--- config.mk ---
export PLATFORM = sky130hd
export DESIGN_NAME = clock_div_ctrl
export DESIGN_NICKNAME = d
export VERILOG_FILES = /design/src/rtl/clock_div_ctrl.sv
export SDC_FILE = /design/constraint.sdc
export NUM_CORES = 1
export LEC_CHECK = 0
export CAP_MARGIN = 20
export CORE_MARGIN = 4
export CORE_UTILIZATION = 43
export DETAILED_ROUTE_END_ITERATION = 7
export GPL_TIMING_DRIVEN = 0
export PLACE_DENSITY = 0.76
export SLEW_MARGIN = 20
export SYNTH_ARGS = -nofsm -noshare
export SYNTH_HDL_FRONTEND = slang
export SYNTH_SLANG_ARGS = --single-unit
--- constraint.sdc ---
create_clock -name i_clk -period 2.01 [get_ports i_clk]
set_clock_uncertainty 0.15 [all_clocks]
set_input_delay 0.402 -clock i_clk [delete_from_list [all_inputs] [get_ports i_clk]]
set_output_delay 0.402 -clock i_clk [all_outputs]
set_load 0.1 [all_outputs]
--- src/rtl/clock_div_ctrl.sv ---
// rtl/clock_div_ctrl.sv - round-robin divisor-update controller, commits on slow-clock falling edge
// Optional forced-commit timeout is enabled by defining DIVCTRL_TIMEOUT_EN.
module clock_div_ctrl #(
  parameter int NREQ    = 2,
  parameter int DIV_W   = 16,
  parameter int TIMEOUT = 131071
) (
  input  logic                  i_clk,
  input  logic                  i_rst_n,
  input  logic [NREQ-1:0]       i_req,
  input  logic [NREQ*DIV_W-1:0] i_div_bus,
  input  logic                  i_slow_clk,
  output logic [DIV_W-1:0]      o_divisor,
  output logic [NREQ-1:0]       o_ack,
  output logic                  o_err,
  output logic                  o_busy,
  output logic                  o_timeout
);

  localparam int GW = $clog2(NREQ);

  if (NREQ < 2 || NREQ > 8 || TIMEOUT < 1) begin : g_param_check
    $error("clock_div_ctrl: parameter out of range");
  end

  typedef enum logic [1:0] {IDLE, WAIT_EDGE, DONE} state_t;

  state_t           r_state;
  state_t           w_state_nxt;
  logic [GW-1:0]    r_last_grant;
  logic [GW-1:0]    r_grant;
  logic [GW-1:0]    w_grant_idx;
  logic [GW-1:0]    w_cand;
  logic             w_found;
  logic [DIV_W-1:0] r_pending;
  logic [DIV_W-1:0] r_divisor;
  logic [DIV_W-1:0] w_req_div;
  logic             r_err;
  logic             r_tmo;
  logic             r_slow_q;
  logic             w_fall;
  logic             w_idle_div;
  logic             w_force;
  logic             w_commit;
  logic             w_reject;
  logic             w_same;

  // Round-robin search starting just above the last grant, wrapping at NREQ-1.
  always_comb begin
    w_found     = 1'b0;
    w_grant_idx = '0;
    w_cand      = r_last_grant;
    for (int i = 0; i < NREQ; i++) begin
      w_cand = (w_cand == GW'(NREQ - 1)) ? '0 : w_cand + 1'b1;
      if (!w_found && i_req[w_cand]) begin
        w_found     = 1'b1;
        w_grant_idx = w_cand;
      end
    end
  end

  assign w_req_div  = i_div_bus[w_grant_idx*DIV_W +: DIV_W];
  assign w_reject   = (w_req_div < DIV_W'(2));
  assign w_same     = (w_req_div == r_divisor);
  assign w_fall     = r_slow_q & ~i_slow_clk;
  assign w_idle_div = (r_divisor < DIV_W'(2));
  assign w_commit   = w_fall | w_idle_div | w_force;

`ifdef DIVCTRL_TIMEOUT_EN
  localparam int CW = $clog2(TIMEOUT + 1);
  logic [CW-1:0] r_cnt;

  // Held at zero outside WAIT_EDGE, so it starts from zero on every entry.
  always_ff @(posedge i_clk) begin
    if (!i_rst_n || r_state != WAIT_EDGE) r_cnt <= '0;
    else                                  r_cnt <= r_cnt + 1'b1;
  end

  assign w_force = (r_cnt == CW'(TIMEOUT - 1));
`else
  assign w_force = 1'b0;
`endif

  always_ff @(posedge i_clk) begin
    if (!i_rst_n) r_state <= IDLE;
    else          r_state <= w_state_nxt;
  end

  always_comb begin
    w_state_nxt = r_state;
    o_ack       = '0;
    o_err       = 1'b0;
    o_timeout   = 1'b0;
    o_busy      = (r_state != IDLE);
    case (r_state)
      IDLE: begin
        if (w_found) w_state_nxt = (w_reject || w_same) ? DONE : WAIT_EDGE;
      end
      WAIT_EDGE: begin
        if (w_commit) w_state_nxt = DONE;
      end
      DONE: begin
        o_ack[r_grant] = 1'b1;
        o_err          = r_err;
        o_timeout      = r_tmo;
        w_state_nxt    = IDLE;
      end
      default: w_state_nxt = IDLE;
    endcase
  end

  always_ff @(posedge i_clk) begin
    if (!i_rst_n) begin
      r_last_grant <= GW'(NREQ - 1);
      r_grant      <= '0;
      r_pending    <= '0;
      r_divisor    <= '0;
      r_err        <= 1'b0;
      r_tmo        <= 1'b0;
      r_slow_q     <= 1'b0;
    end else begin
      r_slow_q <= i_slow_clk;
      case (r_state)
        IDLE: begin
          if (w_found) begin
            r_grant      <= w_grant_idx;
            r_last_grant <= w_grant_idx;
            r_err        <= w_reject;
            r_tmo        <= 1'b0;
            r_pending    <= w_req_div;
          end
        end
        WAIT_EDGE: begin
          if (w_commit) begin
            r_divisor <= r_pending;
            r_tmo     <= w_force & ~w_fall & ~w_idle_div;
          end
        end
        default: ;
      endcase
    end
  end

  assign o_divisor = r_divisor;

endmodule

==> results.md <==
- Post-route DRC violation count: 0
- Number of antenna violations at the first check in global routing: 0
- Synth async-reset ratio: 0%
- Die Wd: 76.7 µm
- Simple logic cell fraction of the synthesized area: 24.3%
- Cell breakdown of the critical path: nor4_4, a41oi_2, nand3b_1, or4b_4, and4bb_1, o2bb2ai_1
- Number of nets still failing antenna checks after routing: 0
- Slew @ Worst Pin: 0.597 ns
- Achievable Freq: 482 MHz
- Number of cells in the design after placement: 350
- Kind of launch point of the worst setup path: register
- Ratio of routed vias to standard cells: 5.86
- Via Count: 2120
- Placement-stage worst setup slack: -0.781 ns
- Post-Synthesis Cell Area: 2030 µm²
- Largest delay share family, worst path: simple AND/OR/NAND/NOR gates
- Global routing usage summed across all routing layers: 23.8%
- Fraction of the mapped netlist area in adder cells: 0%
- Area added between synthesis and finish: 47.2%
- Overall routed net length: 6910 µm
- Number of flops mapped to enable cells by yosys: 0
- Power density of the placed cells: 966 nW/µm²
- Starting utilization of the core area: 45.4%
- Register-to-register path setup slack: -0.06 ns
- Share of the synthesized area in compound gates (AO/OA/AOI/OAI): 15.7%
- Final WS setup: -0.0632 ns
- Warnings from Yosys: 0
- Maxcap violations: 0
- Clk Latency, worst-skew pair: 0.29 ns
- Clock period minus worst slack: 2.07 ns
- Final nets: 347
- Sum of buffers and inverters on the critical path: 0
- Max Transition Viols Final: 0
- Worst endpoint data arrival time: 2.14 ns
- Buffer type at the clock tree root: sky130_fd_sc_hd__clkbuf_8
- Worst path max stage delay: 0.48 ns
- # fillers: 385
- Cell count after synthesis: 242
- Leakage: 1.20 nW
- Most frequent standard cell in the layout excluding fill and tap cells: sky130_fd_sc_hd__nor2_1
- Buffers added on ports: 56
- Total gr overflow: 0
- Combinational family with the most area after synthesis: simple AND/OR/NAND/NOR gates
- Post-route insts no fill: 362
- Global placement routability congestion: 0.927
- Global-route wire length before repair: 11100 µm
- Distinct cell type count of the synthesized netlist: 43
- Number of buffers on the longest clock path: 2
- Cell-internal power: 1.66 mW
- Number of standard-cell rows in the floorplan: 24
- Clock transition time at the flip-flop clock pins of the worst setup and hold paths: 0.07 ns
- Post-synthesis xor/xnor area fraction: 6.47%
- Part of the total power dissipated in combinational logic: 47.6%
- Crit share post-route: 103%
- Setup repair after global routing missed its margin: true
- Die area: 5890 µm²
- Number of placed I/O pins: 58
- Share of the yosys chip area belonging to registers: 37.5%
- Run status: finished, violations left
- Class of the worst hold path: in2reg
- Final Util: 66.8%
- Final setup violating endpoints: 1
- Net Switching: 1.23 mW
- Via count of the first global-routing pass: 2158
- Maximum number of pins on one net before global-route repair: 11
- CTS tree: done
- 1st-pass router iterations: 6
- Dpl cell area: 2730 µm²
- Post-Synthesis Mean Instance Area: 8.39 µm²
- Flop and latch count out of synthesis: 38
- Level count of the clock H-tree: 2
- DP HPWL: 5020 µm
- Mapped Nets: 279
- Die H: 76.7 µm
- Req. time, crit path: 2.08 ns
- Part of the total power dissipated in the clock network: 17.0%
- Peak fanout along the critical path: 5
- Number of sinks on the clock net: 38
- Worst slew slack as a fraction of its limit: 60.2%
- Commonest cells after routing, fill and taps aside: 39 x sky130_fd_sc_hd__nor2_1, 24 x sky130_fd_sc_hd__clkdlybuf4s50_1, 22 x sky130_fd_sc_hd__nand2_1, 22 x sky130_fd_sc_hd__dfxtp_1, 18 x sky130_fd_sc_hd__mux2i_1
- Power share of the sequential group: 35.3%
- Core footprint: 4470 µm²
- Share of post-route cells with drive strength above 1: 24.8%
- Total CTS buffers: 5
- Primary flip-flop cell chosen by synthesis mapping: sky130_fd_sc_hd__dfxtp_1
- Highest ir drop seen on vdd: 0.473 mV
- Slowest stage cell on the critical path: sky130_fd_sc_hd__or4b_4
- Multiplexer share of the synthesized area: 10.8%
- Net switching fraction of the power: 42.6%
- Avg WL per Cell: 19.1 µm
- Total inserted antenna cells: 0
- Endpoint kind of the worst setup timing path: register
- Violations in the final reports: negative setup slack
- Setup_tns: -0.0632 ns
- DRC marker count from the first detailed-route iteration: 122
- Number of buffers inserted for hold repair after clock tree synthesis: 0
- Number of hold violations in the final report: 0
- Final instance area: 2990 µm²
- Category of the critical setup timing path: reg2reg
[repair_timing]
action	CTS	global route
setup endpoints to repair	44	20
cloned	0	1
pin swaps	1	3
buffers inserted	2	2
gates resized for setup	94	17
[power groups by stage]
stage / logic [mW] / clock network (mW) / registers (mW)
floorplan: 0.612 / 0 / 1.26
global placement: 1.20 / 0 / 1.02
detailed placement: 1.21 / 0 / 1.02
CTS: 1.23 / 0.506 / 1.00
global route: 1.45 / 0.538 / 1.04
finish: 1.38 / 0.491 / 1.02
[path summary, 6_finish.rpt]
| path | endpoint | start | cells after the start |
|---|---|---|---|
| max | r_state[1] | o_divisor[11] | 6 |
| min | r_pending[2] | i_div_bus[2] | 3 |
| max reg2reg | r_state[1] | o_divisor[11] | 6 |
| min reg2reg | o_divisor[3] | r_pending[3] | 2 |
[registers in the layout, summed over array words and instances, names as in the netlist]
signal / flops
r_err: 1
r_state: 2
r_last_grant: 1
o_divisor: 16
r_slow_q: 1
r_grant: 1
r_pending: 16
[synth_stat cells, types with 2 or more instances]
master                     count  area [µm²]
sky130_fd_sc_hd__nor4_2        2        25.0
sky130_fd_sc_hd__buf_4         2        15.0
sky130_fd_sc_hd__nor2_1       41         154
sky130_fd_sc_hd__inv_1        12        45.0
sky130_fd_sc_hd__a21oi_1       7        35.0
sky130_fd_sc_hd__nor4_1        7        43.8
sky130_fd_sc_hd__a311oi_1     10        87.6
sky130_fd_sc_hd__and3b_1       2        17.5
sky130_fd_sc_hd__a221oi_1      3        26.3
sky130_fd_sc_hd__dfxtp_1      38         761
sky130_fd_sc_hd__clkbuf_1      8        30.0
sky130_fd_sc_hd__nor3_1        5        25.0
sky130_fd_sc_hd__and3_1        2        12.5
sky130_fd_sc_hd__xor2_1       12         105
sky130_fd_sc_hd__a211oi_1      7        52.6
sky130_fd_sc_hd__buf_2         2        10.0
sky130_fd_sc_hd__o21ai_0       5        25.0
sky130_fd_sc_hd__or4_1         2        15.0
sky130_fd_sc_hd__a22oi_1       2        15.0
sky130_fd_sc_hd__xnor2_1       3        26.3
sky130_fd_sc_hd__nand4_1       4        25.0
sky130_fd_sc_hd__mux2i_1      22         220
sky130_fd_sc_hd__nor3b_1       2        15.0
sky130_fd_sc_hd__o22ai_1       2        12.5
sky130_fd_sc_hd__nand2_1      22        82.6
[kinds of logic after synthesis]
family,count (synthesis)
other cells,1
mux,22
xor+xnor,15
flops,38
simple gates,98
buf+inv,25
compound gates,43
[metrics by stage]
step	power, mW	hold slack [ns]
global placement	2.22	0.320
detailed placement	2.23	0.331
global route	3.03	0.348
finish	2.89	0.326
floorplan	1.87	0.313
CTS	2.75	0.349
[worst reg2reg max path, stage by stage, from the launching register on]
cell and delay, ns:
sky130_fd_sc_hd__dfxtp_4 0.37, sky130_fd_sc_hd__nor4_4 0.30, sky130_fd_sc_hd__a41oi_2 0.16, sky130_fd_sc_hd__nand3b_1 0.16, sky130_fd_sc_hd__or4b_4 0.48, sky130_fd_sc_hd__and4bb_1 0.27, sky130_fd_sc_hd__o2bb2ai_1 0.11
[area by class of cell]
class / count / area, µm² / area share, %
Multi-Input combinational cell: 179 / 1280 / 42.9
Timing Repair Buffer: 61 / 616 / 20.6
Clock buffer: 7 / 76.3 / 2.55
Buffer: 12 / 85.1 / 2.85
Sequential cell: 38 / 811 / 27.1
Tap cell: 52 / 65.1 / 2.18
Inverter: 13 / 52.6 / 1.76
[routing by layer]
layer  vias to the layer above  share of wire, %  routed length [µm]  GRT usage [%]
met4                         0               2.4                 163           10.5
met3                        16               9.0                 623           5.50
li1                       1005                 -                   -              -
met5                         -                 0                   0              0
met2                       113                47                3240           38.9
met1                       986                42                2880           29.8
(Power assumes the default switching activity.)
